--- config.mk ---
export PLATFORM = sky130hd
export DESIGN_NAME = ddr_axi_bist_engine_flat
export DESIGN_NICKNAME = d
export VERILOG_FILES = /design/src/rtl/ddr_axi_bist_engine_if.sv /design/src/rtl/ddr_axi_bist_engine.sv /design/src/flat_wrapper.sv
export SDC_FILE = /design/constraint.sdc
export NUM_CORES = 1
export LEC_CHECK = 0
export BUFFER_PORTS_ARGS = -buffer_cell sky130_fd_sc_hd__buf_4
export CORE_AREA = 2 2 180 182
export DETAILED_ROUTE_END_ITERATION = 12
export DIE_AREA = 0 0 182 184
export HOLD_SLACK_MARGIN = 0.06
export PLACE_DENSITY_LB_ADDON = 0.15
export SLEW_MARGIN = 20
export SYNTH_ARGS = -nofsm -noshare
export SYNTH_HDL_FRONTEND = slang
export SYNTH_SLANG_ARGS = --single-unit
--- constraint.sdc ---
create_clock -name axi_clk -period 6.4 [get_ports axi_clk]
set_input_delay 0.64 -clock axi_clk [delete_from_list [all_inputs] [get_ports axi_clk]]
set_output_delay 0.64 -clock axi_clk [all_outputs]
set_load 0.01 [all_outputs]
--- src/rtl/ddr_axi_bist_engine_if.sv ---
// AXI4 bundle between the DDR BIST engine (master) and the DDR core's AXI port 0 (slave).
// Handshake: a transfer happens on a rising edge where valid and ready are both 1; valid and its payload are held until then.
interface ddr_axi_bist_engine_if #(
  parameter int DATA_W = 128,
  parameter int ADDR_W = 32,
  parameter int ID_W   = 8
);
  logic [ID_W-1:0]     awid;
  logic [ADDR_W-1:0]   awaddr;
  logic [7:0]          awlen;
  logic [2:0]          awsize;
  logic [1:0]          awburst;
  logic                awvalid;
  logic                awready;
  logic [DATA_W-1:0]   wdata;
  logic [DATA_W/8-1:0] wstrb;
  logic                wlast;
  logic                wvalid;
  logic                wready;
  logic [ID_W-1:0]     bid;
  logic [1:0]          bresp;
  logic                bvalid;
  logic                bready;
  logic [ID_W-1:0]     arid;
  logic [ADDR_W-1:0]   araddr;
  logic [7:0]          arlen;
  logic [2:0]          arsize;
  logic [1:0]          arburst;
  logic                arvalid;
  logic                arready;
  logic [ID_W-1:0]     rid;
  logic [DATA_W-1:0]   rdata;
  logic [1:0]          rresp;
  logic                rlast;
  logic                rvalid;
  logic                rready;

  modport master (
    output awid, awaddr, awlen, awsize, awburst, awvalid, input awready,
    output wdata, wstrb, wlast, wvalid, input wready,
    input bid, bresp, bvalid, output bready,
    output arid, araddr, arlen, arsize, arburst, arvalid, input arready,
    input rid, rdata, rresp, rlast, rvalid, output rready
  );

  modport slave (
    input awid, awaddr, awlen, awsize, awburst, awvalid, output awready,
    input wdata, wstrb, wlast, wvalid, output wready,
    output bid, bresp, bvalid, input bready,
    input arid, araddr, arlen, arsize, arburst, arvalid, output arready,
    output rid, rdata, rresp, rlast, rvalid, input rready
  );
endinterface

--- src/rtl/ddr_axi_bist_engine.sv ---
// Write-then-read-back AXI4 self-test engine for DDR port 0, one burst outstanding at a time.
// Optional first-error capture ports are enabled by defining DDR_BIST_ERR_CAPTURE_EN.
module ddr_axi_bist_engine #(
  parameter int DATA_W       = 128,
  parameter int ADDR_W       = 32,
  parameter int MEM_SPACE_AW = 27,
  parameter int BURST_LEN    = 16,
  parameter int ID_W         = 8,
  parameter int HB_TH        = 33000000
) (
  input  logic        axi_clk,
  input  logic        top_rst_n,
  input  logic        ddrc_init_done_i,
  input  logic        start_i,
  input  logic        addr_mode_i,
  input  logic        loop_en_i,
  ddr_axi_bist_engine_if.master axi,
  output logic        busy_o,
  output logic        pass_done_o,
  output logic [15:0] pass_cnt_o,
  output logic [15:0] err_cnt_o,
  output logic        err_flag_o,
  output logic        clk_led_o,
  output logic [3:0]  state_o
`ifdef DDR_BIST_ERR_CAPTURE_EN
  ,
  output logic [ADDR_W-1:0] first_err_addr_o,
  output logic [31:0]       first_err_exp_o,
  output logic [31:0]       first_err_act_o
`endif
);
  localparam int BYTES  = DATA_W / 8;
  localparam int STRIDE = BURST_LEN * BYTES;
  localparam int NBURST = (1 << MEM_SPACE_AW) / STRIDE;
  localparam int BW     = (NBURST > 1) ? $clog2(NBURST) : 1;
  localparam int LANES  = DATA_W / 32;

  typedef enum logic [3:0] {
    IDLE, WAIT_INIT, WR_ADDR, WR_DATA, WR_RESP, RD_ADDR, RD_DATA, NEXT, DONE
  } state_t;

  state_t          state_q, state_d;
  logic [BW-1:0]   burst_q, burst_d;
  logic [7:0]      beat_q, beat_d;
  logic            mode_q, mode_d;
  logic [15:0]     pass_cnt_q, pass_cnt_d;
  logic [15:0]     err_cnt_q, err_cnt_d;
  logic            err_flag_q, err_flag_d;
  logic [31:0]     hb_cnt_q;
  logic            clk_led_q;

  logic aw_fire, w_fire, b_fire, ar_fire, r_fire, start_ok;
  logic last_burst, last_beat;
  logic [BW-1:0]     burst_idx;
  logic [ADDR_W-1:0] burst_base, beat_addr;
  logic [31:0]       pat;
  logic [DATA_W-1:0] exp_data;
  logic data_err, last_err, resp_err;
  logic [1:0]  err_inc;
  logic [16:0] err_sum;
  logic        unused_ids;

  assign aw_fire  = axi.awvalid & axi.awready;
  assign w_fire   = axi.wvalid & axi.wready;
  assign b_fire   = axi.bvalid & axi.bready;
  assign ar_fire  = axi.arvalid & axi.arready;
  assign r_fire   = axi.rvalid & axi.rready;
  assign start_ok = (state_q == IDLE) & start_i;

  assign last_burst = (burst_q == BW'(NBURST - 1));
  assign last_beat  = (beat_q == 8'(BURST_LEN - 1));
  // Descending mode walks the same burst slots from the top of the test space down.
  assign burst_idx  = mode_q ? (BW'(NBURST - 1) - burst_q) : burst_q;
  assign burst_base = ADDR_W'(burst_idx) * ADDR_W'(STRIDE);
  assign beat_addr  = burst_base + ADDR_W'(beat_q) * ADDR_W'(BYTES);
  assign pat        = 32'(beat_addr) ^ {16'hA5A5, pass_cnt_q};
  assign exp_data   = {LANES{pat}};

  assign data_err = r_fire & (axi.rdata != exp_data);
  assign last_err = r_fire & (axi.rlast != last_beat);
  assign resp_err = (r_fire & (axi.rresp != 2'b00)) | (b_fire & (axi.bresp != 2'b00));
  assign err_inc  = {1'b0, data_err} + {1'b0, last_err} + {1'b0, resp_err};
  assign err_sum  = {1'b0, err_cnt_q} + 17'(err_inc);
  assign unused_ids = ^{axi.bid, axi.rid};

  always_ff @(posedge axi_clk or negedge top_rst_n) begin
    if (!top_rst_n) state_q <= IDLE;
    else            state_q <= state_d;
  end

  always_comb begin
    state_d = state_q;
    case (state_q)
      IDLE:      if (start_i) state_d = WAIT_INIT;
      WAIT_INIT: if (ddrc_init_done_i) state_d = WR_ADDR;
      WR_ADDR:   if (aw_fire) state_d = WR_DATA;
      WR_DATA:   if (w_fire && last_beat) state_d = WR_RESP;
      WR_RESP:   if (b_fire) state_d = last_burst ? RD_ADDR : WR_ADDR;
      RD_ADDR:   if (ar_fire) state_d = RD_DATA;
      RD_DATA:   if (r_fire && last_beat) state_d = last_burst ? NEXT : RD_ADDR;
      NEXT:      state_d = loop_en_i ? WR_ADDR : DONE;
      DONE:      state_d = IDLE;
      default:   state_d = IDLE;
    endcase
  end

  always_comb begin
    axi.awvalid = (state_q == WR_ADDR);
    axi.wvalid  = (state_q == WR_DATA);
    axi.bready  = (state_q == WR_RESP);
    axi.arvalid = (state_q == RD_ADDR);
    axi.rready  = (state_q == RD_DATA);
    busy_o      = (state_q != IDLE);
    pass_done_o = (state_q == NEXT);
  end

  assign axi.awid    = '0;
  assign axi.awaddr  = burst_base;
  assign axi.awlen   = 8'(BURST_LEN - 1);
  assign axi.awsize  = 3'($clog2(BYTES));
  assign axi.awburst = 2'b01;
  assign axi.wdata   = exp_data;
  assign axi.wstrb   = '1;
  assign axi.wlast   = last_beat;
  assign axi.arid    = '0;
  assign axi.araddr  = burst_base;
  assign axi.arlen   = 8'(BURST_LEN - 1);
  assign axi.arsize  = 3'($clog2(BYTES));
  assign axi.arburst = 2'b01;

  always_comb begin
    burst_d    = burst_q;
    beat_d     = beat_q;
    mode_d     = mode_q;
    pass_cnt_d = pass_cnt_q;
    err_flag_d = err_flag_q;
    err_cnt_d  = err_sum[16] ? 16'hFFFF : err_sum[15:0];
    if (start_ok) begin
      mode_d     = addr_mode_i;
      err_flag_d = 1'b0;
      burst_d    = '0;
      beat_d     = '0;
    end
    if (w_fire || r_fire) beat_d = last_beat ? 8'd0 : beat_q + 8'd1;
    // The burst counter wraps after the final write burst so the read phase restarts at burst 0.
    if (b_fire || (r_fire && last_beat)) burst_d = last_burst ? '0 : burst_q + BW'(1);
    if (state_q == RD_DATA && state_d == NEXT) pass_cnt_d = pass_cnt_q + 16'd1;
    if (err_inc != 2'd0) err_flag_d = 1'b1;
  end

  always_ff @(posedge axi_clk or negedge top_rst_n) begin
    if (!top_rst_n) begin
      burst_q    <= '0;
      beat_q     <= '0;
      mode_q     <= 1'b0;
      pass_cnt_q <= '0;
      err_cnt_q  <= '0;
      err_flag_q <= 1'b0;
    end else begin
      burst_q    <= burst_d;
      beat_q     <= beat_d;
      mode_q     <= mode_d;
      pass_cnt_q <= pass_cnt_d;
      err_cnt_q  <= err_cnt_d;
      err_flag_q <= err_flag_d;
    end
  end

  always_ff @(posedge axi_clk or negedge top_rst_n) begin
    if (!top_rst_n) begin
      hb_cnt_q  <= '0;
      clk_led_q <= 1'b1;
    end else if (hb_cnt_q == 32'(HB_TH - 1)) begin
      hb_cnt_q  <= '0;
      clk_led_q <= ~clk_led_q;
    end else begin
      hb_cnt_q  <= hb_cnt_q + 32'd1;
    end
  end

  assign pass_cnt_o = pass_cnt_q;
  assign err_cnt_o  = err_cnt_q;
  assign err_flag_o = err_flag_q;
  assign clk_led_o  = clk_led_q;
  assign state_o    = state_q;

`ifdef DDR_BIST_ERR_CAPTURE_EN
  logic              cap_q;
  logic [ADDR_W-1:0] cap_addr_q;
  logic [31:0]       cap_exp_q, cap_act_q, act_word;

  // Report the lowest 32-bit lane that disagrees with the pattern.
  always_comb begin
    act_word = axi.rdata[31:0];
    for (int i = LANES - 1; i >= 0; i--)
      if (axi.rdata[i*32 +: 32] != pat) act_word = axi.rdata[i*32 +: 32];
  end

  always_ff @(posedge axi_clk or negedge top_rst_n) begin
    if (!top_rst_n) begin
      cap_q      <= 1'b0;
      cap_addr_q <= '0;
      cap_exp_q  <= '0;
      cap_act_q  <= '0;
    end else if (start_ok) begin
      cap_q      <= 1'b0;
      cap_addr_q <= '0;
      cap_exp_q  <= '0;
      cap_act_q  <= '0;
    end else if (data_err && !cap_q) begin
      cap_q      <= 1'b1;
      cap_addr_q <= beat_addr;
      cap_exp_q  <= pat;
      cap_act_q  <= act_word;
    end
  end

  assign first_err_addr_o = cap_addr_q;
  assign first_err_exp_o  = cap_exp_q;
  assign first_err_act_o  = cap_act_q;
`else
  // Without capture, only the error counter and sticky flag record failures.
`endif
endmodule
--- src/flat_wrapper.sv ---
// flat-port wrapper written by rule: the top's interface ports become plain ports
module ddr_axi_bist_engine_flat 
#(
  parameter int DATA_W       = 128,
  parameter int ADDR_W       = 32,
  parameter int MEM_SPACE_AW = 27,
  parameter int BURST_LEN    = 16,
  parameter int ID_W         = 8,
  parameter int HB_TH        = 33000000
)
  (axi_clk, top_rst_n, ddrc_init_done_i, start_i, addr_mode_i, loop_en_i, busy_o, pass_done_o, pass_cnt_o, err_cnt_o, err_flag_o, clk_led_o, state_o, axi_awid, axi_awaddr, axi_awlen, axi_awsize, axi_awburst, axi_awvalid, axi_awready, axi_wdata, axi_wstrb, axi_wlast, axi_wvalid, axi_wready, axi_bid, axi_bresp, axi_bvalid, axi_bready, axi_arid, axi_araddr, axi_arlen, axi_arsize, axi_arburst, axi_arvalid, axi_arready, axi_rid, axi_rdata, axi_rresp, axi_rlast, axi_rvalid, axi_rready);
  ddr_axi_bist_engine_if #(.DATA_W(DATA_W), .ADDR_W(ADDR_W), .ID_W(ID_W)) axi_i ();
  input  logic axi_clk;
  input  logic top_rst_n;
  input  logic ddrc_init_done_i;
  input  logic start_i;
  input  logic addr_mode_i;
  input  logic loop_en_i;
  output logic busy_o;
  output logic pass_done_o;
  output logic [15:0] pass_cnt_o;
  output logic [15:0] err_cnt_o;
  output logic err_flag_o;
  output logic clk_led_o;
  output logic [3:0] state_o;
  output wire logic [$bits(axi_i.awid)-1:0] axi_awid;
  output wire logic [$bits(axi_i.awaddr)-1:0] axi_awaddr;
  output wire logic [$bits(axi_i.awlen)-1:0] axi_awlen;
  output wire logic [$bits(axi_i.awsize)-1:0] axi_awsize;
  output wire logic [$bits(axi_i.awburst)-1:0] axi_awburst;
  output wire logic [$bits(axi_i.awvalid)-1:0] axi_awvalid;
  input wire logic [$bits(axi_i.awready)-1:0] axi_awready;
  output wire logic [$bits(axi_i.wdata)-1:0] axi_wdata;
  output wire logic [$bits(axi_i.wstrb)-1:0] axi_wstrb;
  output wire logic [$bits(axi_i.wlast)-1:0] axi_wlast;
  output wire logic [$bits(axi_i.wvalid)-1:0] axi_wvalid;
  input wire logic [$bits(axi_i.wready)-1:0] axi_wready;
  input wire logic [$bits(axi_i.bid)-1:0] axi_bid;
  input wire logic [$bits(axi_i.bresp)-1:0] axi_bresp;
  input wire logic [$bits(axi_i.bvalid)-1:0] axi_bvalid;
  output wire logic [$bits(axi_i.bready)-1:0] axi_bready;
  output wire logic [$bits(axi_i.arid)-1:0] axi_arid;
  output wire logic [$bits(axi_i.araddr)-1:0] axi_araddr;
  output wire logic [$bits(axi_i.arlen)-1:0] axi_arlen;
  output wire logic [$bits(axi_i.arsize)-1:0] axi_arsize;
  output wire logic [$bits(axi_i.arburst)-1:0] axi_arburst;
  output wire logic [$bits(axi_i.arvalid)-1:0] axi_arvalid;
  input wire logic [$bits(axi_i.arready)-1:0] axi_arready;
  input wire logic [$bits(axi_i.rid)-1:0] axi_rid;
  input wire logic [$bits(axi_i.rdata)-1:0] axi_rdata;
  input wire logic [$bits(axi_i.rresp)-1:0] axi_rresp;
  input wire logic [$bits(axi_i.rlast)-1:0] axi_rlast;
  input wire logic [$bits(axi_i.rvalid)-1:0] axi_rvalid;
  output wire logic [$bits(axi_i.rready)-1:0] axi_rready;
  assign axi_awid = axi_i.awid;
  assign axi_awaddr = axi_i.awaddr;
  assign axi_awlen = axi_i.awlen;
  assign axi_awsize = axi_i.awsize;
  assign axi_awburst = axi_i.awburst;
  assign axi_awvalid = axi_i.awvalid;
  assign axi_i.awready = axi_awready;
  assign axi_wdata = axi_i.wdata;
  assign axi_wstrb = axi_i.wstrb;
  assign axi_wlast = axi_i.wlast;
  assign axi_wvalid = axi_i.wvalid;
  assign axi_i.wready = axi_wready;
  assign axi_i.bid = axi_bid;
  assign axi_i.bresp = axi_bresp;
  assign axi_i.bvalid = axi_bvalid;
  assign axi_bready = axi_i.bready;
  assign axi_arid = axi_i.arid;
  assign axi_araddr = axi_i.araddr;
  assign axi_arlen = axi_i.arlen;
  assign axi_arsize = axi_i.arsize;
  assign axi_arburst = axi_i.arburst;
  assign axi_arvalid = axi_i.arvalid;
  assign axi_i.arready = axi_arready;
  assign axi_i.rid = axi_rid;
  assign axi_i.rdata = axi_rdata;
  assign axi_i.rresp = axi_rresp;
  assign axi_i.rlast = axi_rlast;
  assign axi_i.rvalid = axi_rvalid;
  assign axi_rready = axi_i.rready;
  ddr_axi_bist_engine #(.DATA_W(DATA_W), .ADDR_W(ADDR_W), .MEM_SPACE_AW(MEM_SPACE_AW), .BURST_LEN(BURST_LEN), .ID_W(ID_W), .HB_TH(HB_TH)) u_core (.axi_clk(axi_clk), .top_rst_n(top_rst_n), .ddrc_init_done_i(ddrc_init_done_i), .start_i(start_i), .addr_mode_i(addr_mode_i), .loop_en_i(loop_en_i), .axi(axi_i), .busy_o(busy_o), .pass_done_o(pass_done_o), .pass_cnt_o(pass_cnt_o), .err_cnt_o(err_cnt_o), .err_flag_o(err_flag_o), .clk_led_o(clk_led_o), .state_o(state_o));
endmodule
==> results_dict.tcl, run 1 <==
set metrics [dict create \
    status "finished clean" \
    cp-start-kind "register" \
    vias 7244 \
    core_area_sq_um 31390 \
    placedCellCount 1599 \
    seq_area_frac_synth 0.2929 \
    ir_drop_v 0.0001354 \
    setup_viol 0 \
    final-hold-violation-count 0 \
    rr_endpoint "u_core.err_cnt_o[1]" \
    r2r-start "u_core.burst_q[0]" \
    drtAntennaViolNets 0 \
    synth_cell_types 70 \
    root_buffer "clkbuf_16" \
    tns_ps 0 \
    area_delta_synth_final_pct 26.61 \
    cts_made_buffers 9 \
    pre_cts_slack_ps 114.8 \
    required_ps 6690 \
    via_per_inst 4.483 \
    antenna_found_initial 0 \
    fin_crit_sh 0.9224 \
    grt_setup_unrepaired "no" \
    critPathKind "register to register" \
    cts_hold_buf 0 \
    powerDensity_nw_per_um2 279.8 \
    grt-ovfl-total 0 \
    wl_per_cell_um 16.51 \
    syn-instance-count 978 \
    clk_pin_slew_ps 70 \
    grt_pass1_vias 6666 \
    synth.avg_cell_area_sq_um 8.564 \
    final_cell_count_no_fill 1616 \
    drtIter0Drc 309 \
    synthTopCellsByArea "dfrtp_1 (29%), buf_4 (19%), xor2_1 (6.3%)" \
    ios 456 \
    yosysMostFrequentCell "buf_4" \
    yosys_register_bits 98 \
    ys.flop_type "dfrtp_1" \
    finalMaxSlewViolations 0 \
    relSlewSlack 0.4740 \
    ff2ff_path_depth 24 \
    io_buffers 339 \
    start_util 0.2668 \
    cts.sinks 98 \
    synth_common_cells "buf_4 (215), dfrtp_1 (97), nand2_1 (84), xor2_1 (60), nor2_1 (55)" \
    max_slew.worst_pin.slew_ps 789.0 \
    power.total_mw 2.967 \
    ys_async_sr_fraction 1.000 \
    cts_tree "done" \
    fp.dieArea_sq_um 33490 \
    clock_path_buffers 2 \
    drt_wl_total_um 26690 \
    fillers 3293 \
    gp_congestion 0.8052 \
    grt_max_degree 55 \
    worstPathArrival_ps 6190 \
    hold_path.class "primary input to asynchronous set/reset pin" \
    num_rows 65 \
    p_leak_nw 5.321 \
    dp_hpwl_um 21430 \
    fin_ws_ps 496.4 \
    layout.nets 1383 \
    ff2ff_setup_slack_ps 500 \
    drive_gt1_frac 0.3328 \
    syn_area_sq_um 8376 \
    diodes 0 \
    min_period_ps 5904 \
    end_kind "register" \
    die_x_um 182 \
    synth_edf_count 0 \
    drv_cap 0 \
    track_usage 0.1511 \
    max_clock_freq_ghz 0.1694 \
    dpl-instance-area_sq_um 10230 \
    finalClockSkew_ps 8.628 \
    die_y_um 184 \
    synth.top_cell.area_share 0.2898 \
    route.detailed.drc 0 \
    cp_max_fo 13 \
    grt_pass1_wl_um 39500 \
    synth_warnings 0 \
    first_pass_iters 6 \
    fin_area_sq_um 10600 \
    worstSkewPairLatency_ps 350 \
    htreeDepth 3 \
    synth_largest_area_cell "dfrtp_1" \
]
-- report_power, final --
| group | internal (mW) | total [mW] | switching [mW] | leakage [nW] |
|---|---|---|---|---|
| combinational | 0.802 | 1.71 | 0.909 | 3.83 |
| sequential | 0.636 | 0.670 | 0.0342 | 1.34 |
| clock | 0.322 | 0.585 | 0.263 | 0.154 |
| total | 1.76 | 2.97 | 1.21 | 5.32 |
-- placed cells by master, fill, tap and decap left out, drive strengths merged, types with 8 or more instances in the layout --
| cell | count |
|---|---|
| nor2b | 12 |
| and3 | 33 |
| and4 | 10 |
| nand2 | 85 |
| dfrtp | 97 |
| o21ai | 52 |
| inv | 22 |
| nor2 | 55 |
| conb | 100 |
| or4 | 22 |
| clkbuf | 11 |
| ha | 11 |
| nand4 | 31 |
| a31oi | 8 |
| buf | 360 |
| a21oi | 15 |
| nand3 | 46 |
| mux2i | 20 |
| nor4 | 15 |
| xor2 | 60 |
| xnor2 | 50 |
| nor3 | 13 |
-- stage by stage --
step           utilization  hold WS, ps
5_1_grt             0.3378        340.3
3_3_place_gp        0.3259        475.1
6_report            0.3378        304.5
2_1_floorplan            -        344.4
3_5_place_dp        0.3259        466.0
4_1_cts             0.3359        325.4
-- flip-flops by register name (all words and copies together) (netlist names) --
register,cells
u_core.hb_cnt_q,32
u_core.burst_q,19
u_core.err_cnt_o,16
u_core.pass_cnt_o,16
u_core.beat_q,8
u_core.state_o,4
u_core.clk_led_o,1
u_core.err_flag_o,1
u_core.mode_q,1
-- worst max path at each step --
stage	startpoint	end	slack, ps	cells after the start
5_1_grt	u_core.burst_q[0]	u_core.err_cnt_o[2]	20	24
6_report	u_core.burst_q[0]	u_core.err_cnt_o[1]	500	24
2_1_floorplan	u_core.mode_q	u_core.err_cnt_o[10]	250	26
4_1_cts	u_core.burst_q[0]	u_core.err_cnt_o[1]	80	24
3_5_place_dp	u_core.burst_q[0]	u_core.err_cnt_o[1]	110	24
3_3_place_gp	u_core.burst_q[0]	u_core.err_cnt_o[0]	250	24
-- cell type report --
class	instances	area, sq um	share of cell area
clock buffers	11	242.7	0.02289
clock inverters	5	70.07	0.006608
inverters	19	71.32	0.006726
multi-input cells	721	4561	0.4301
flip-flops and latches	98	2454	0.2314
well taps	402	503.0	0.04743
repair buffers	360	2703	0.2549
-- cell families after synthesis --
| family | after synthesis | synth area share |
|---|---|---|
| AOI/OAI and AO/OA | 114 | 0.08859 |
| xor gates and xnor gates | 110 | 0.1150 |
| adders and majority gates | 14 | 0.02360 |
| buffers and inverters | 257 | 0.2126 |
| DFF | 98 | 0.2929 |
| muxes | 24 | 0.02928 |
| other | 2 | 0.0008967 |
| and+or+nand+nor | 359 | 0.2371 |
-- critical path, stage by stage (launching register included) --
cell      delay, ps
dfrtp_1         410
xor2_1          170
buf_4           150
ha_1            170
inv_1            60
fa_1            380
xor2_1          250
xnor2_2         170
mux2i_1         220
nand4_1         170
or4_1           600
nor4_2          310
nand4_1         300
o31ai_4         330
fa_1            480
inv_1            70
ha_1            180
fa_1            240
and3_1          210
and3_1          220
nand3_1         150
nor2_1          210
nand3_1         100
buf_4           190
nand2b_1         70
-- repair_timing --
item,CTS,global route
setup endpoints to repair,0,16
setup buffers,0,1
gates resized for setup,0,8
-- layer usage --
metal	GRT usage	up-vias	routed length (um)
li1	-	3564	-
met1	0.1961	3428	11430
met2	0.2580	236	13330
met3	0.03269	16	1618
met4	0.03194	0	313
met5	0	-	0
Power figures use the tool's default switching activity.
==> run 2, diff against run 1 <==
--- a/config.mk
+++ b/config.mk
@@ -13,2 +13,3 @@
 export PLACE_DENSITY_LB_ADDON = 0.15
+export REMOVE_ABC_BUFFERS = 1
 export SLEW_MARGIN = 20
==> constraint.sdc (replaced) <==
create_clock -name axi_clk -period 6.4 [get_ports axi_clk]
set_input_delay 0.32 -clock axi_clk [delete_from_list [all_inputs] [get_ports axi_clk]]
set_output_delay 0.32 -clock axi_clk [all_outputs]
set_load 0.01 [all_outputs]
==> run 2 against run 1 <==
Effect of this change: combinational power is essentially flat; power shrank 0.66%; largest cell class unchanged; fmax grew 0.37%; clock power shrank 8.7%; sequential cell count is the same; via count grew 0.66%; non-clock buffer count grew 5; sequential power is essentially flat; final area is the same; largest power group unchanged; critical path type unchanged; clock skew grew 1.7 ps; highest routed layer unchanged.
==> results_dict.tcl, run 2 (synthesis gave the netlist of run 1 again) <==
set metrics [dict create \
    cts.sinks 98 \
    route.detailed.drc 0 \
    status "finished clean" \
    cts_tree "done" \
    worstPathArrival_ps 6160 \
    wl_per_cell_um 16.75 \
    start_util 0.2668 \
    first_pass_iters 6 \
    setup_viol 0 \
    reg_top3 "u_core.hb_cnt_q: 32 flops, u_core.burst_q: 19 flops" \
    min_period_ps 5882 \
    holdWs_ps 125.7 \
    grt_max_degree 52 \
    postCtsSetupRepairBufs 0 \
    gp_congestion 0.7827 \
    end_kind "register" \
    antenna_found_initial 0 \
    num_rows 65 \
    cts_made_buffers 9 \
    track_usage 0.1529 \
    p_leak_nw 5.311 \
    max_slew.worst_pin.slew_ps 884.5 \
    worstSkewPairLatency_ps 350 \
    diodes 0 \
    finalClockSkew_ps 10.30 \
    seq_area_sq_um 2454 \
    drv_cap 0 \
    fp.dieArea_sq_um 33490 \
    fin_util 0.3378 \
    powerDensity_nw_per_um2 277.9 \
    die_x_um 182 \
    dpl-instance-area_sq_um 10270 \
    relSlewSlack 0.4103 \
    critPathKind "register to register" \
    core_area_sq_um 31390 \
    required_ps 6680 \
    fin_area_sq_um 10600 \
    cp_max_fo 13 \
    clock_path_buffers 2 \
    drive_gt1_frac 0.3339 \
    regMostFlops "u_core.hb_cnt_q" \
    final_cell_mix "buf_4 (364), conb_1 (100), dfrtp_1 (97)" \
    die_y_um 184 \
    grt_pass1_vias 6814 \
    fin_crit_sh 0.9190 \
    root_buffer "clkbuf_16" \
    max_clock_freq_ghz 0.1700 \
    clk_pin_slew_ps 70 \
    drtAntennaViolNets 0 \
    via_per_inst 4.498 \
    io_buffers 339 \
    ios 456 \
    largest_reg_flops 32 \
    grt_pass1_wl_um 39720 \
    area_delta_synth_final_pct 26.61 \
    htreeDepth 3 \
    drt_wl_total_um 27160 \
    grt-ovfl-total 0 \
    finalMaxSlewViolations 0 \
    final-hold-violation-count 0 \
    ir_drop_v 0.0001251 \
    dp_hpwl_um 21970 \
    grt_setup_unrepaired "no" \
    vias 7292 \
    layout.nets 1388 \
    drtIter0Drc 371 \
    fillers 3333 \
    multi_input_area_sq_um 4552 \
    cp-start-kind "register" \
    final_common_cell "buf_4" \
    hold_path.class "primary input to register" \
]
## run 2: cell count changes in the layout (fill, tap and decap cells not counted), sizes merged
| cell | before | now |
|---|---|---|
| buf | 360 | 364 |
| bufinv | 1 | 0 |
| clkinv | 1 | 2 |
| clkinvlp | 0 | 1 |
| dlygate4sd3 | 0 | 1 |
| inv | 22 | 21 |
## run 2: routing by layer
| layer | global-route usage | part of all wire | routed length (um) | vias to the layer above |
|---|---|---|---|---|
| met4 | 0.03516 | 0.011 | 299 | 0 |
| met1 | 0.2064 | 0.44 | 12000 | 3446 |
| met5 | 0 | 0 | 0 | - |
| met2 | 0.2490 | 0.48 | 13100 | 261 |
| met3 | 0.03427 | 0.065 | 1759 | 15 |
| li1 | - | - | - | 3570 |
## run 2: layout make-up
cell class,instances,share of cell area
Clock buffer,11,0.02289
Inverter,19,0.006726
Multi-Input combinational cell,721,0.4293
Sequential cell,98,0.2314
Timing Repair Buffer,365,0.2586
Tap cell,402,0.04743
Clock inverter,5,0.003658
## run 2: worst paths after layout
check / to / slack (ps) / start / cells past startpoint
max: u_core.err_cnt_o[1] / 520 / u_core.burst_q[0] / 24
min: u_core.state_o[3] / 130 / loop_en_i / 2
max reg2reg: u_core.err_cnt_o[1] / 520 / u_core.burst_q[0] / 24
min reg2reg: u_core.hb_cnt_q[31] / 480 / u_core.hb_cnt_q[31] / 1
max in group asynchronous: u_core.burst_q[16] / 4720 / top_rst_n / 3
min in group asynchronous: u_core.err_cnt_o[8] / 520 / top_rst_n / 2
## run 2: stage by stage
stage,setup WS (ps),std cells,power [mW],setup TNS (ps)
2_1_floorplan,-166.1,838,1.408,-1865
3_3_place_gp,20.94,1604,2.449,0
3_5_place_dp,-88.09,1604,2.445,-832.3
4_1_cts,157.8,1621,2.990,0
5_1_grt,44.90,1621,3.141,0
6_report,518.2,1621,2.947,0
## run 2: power by group
part           internal [mW]  leakage, nW  switching, mW  total [mW]
registers              0.636         1.34         0.0353       0.671
logic                  0.813         3.84          0.929        1.74
clock network          0.278        0.137          0.257       0.534
total                   1.73         5.31           1.22        2.95
## run 2: worst max-delay path, stage by stage (launching register included)
cell	delay, ps
dfrtp_1	410
xor2_1	220
ha_1	210
inv_1	60
fa_1	390
nand2b_1	220
a21oi_2	270
o2111ai_1	170
xor2_1	180
buf_4	170
nand2b_1	140
a2111oi_1	460
buf_4	180
nand4_1	130
o31ai_4	420
fa_1	500
inv_1	80
ha_1	180
fa_1	250
and3_1	210
and3_1	240
nand3_1	170
nor2_2	230
nand3_4	190
nand2b_1	130
## run 2: what timing repair did
| item | 4_1_cts | 5_1_grt |
|---|---|---|
| gates resized for setup | 2 | 6 |
| hold buffers | 1 | 0 |
| setup endpoints to repair | 13 | 15 |
| pin swaps | 0 | 1 |
| hold endpoints to repair | 46 | 0 |
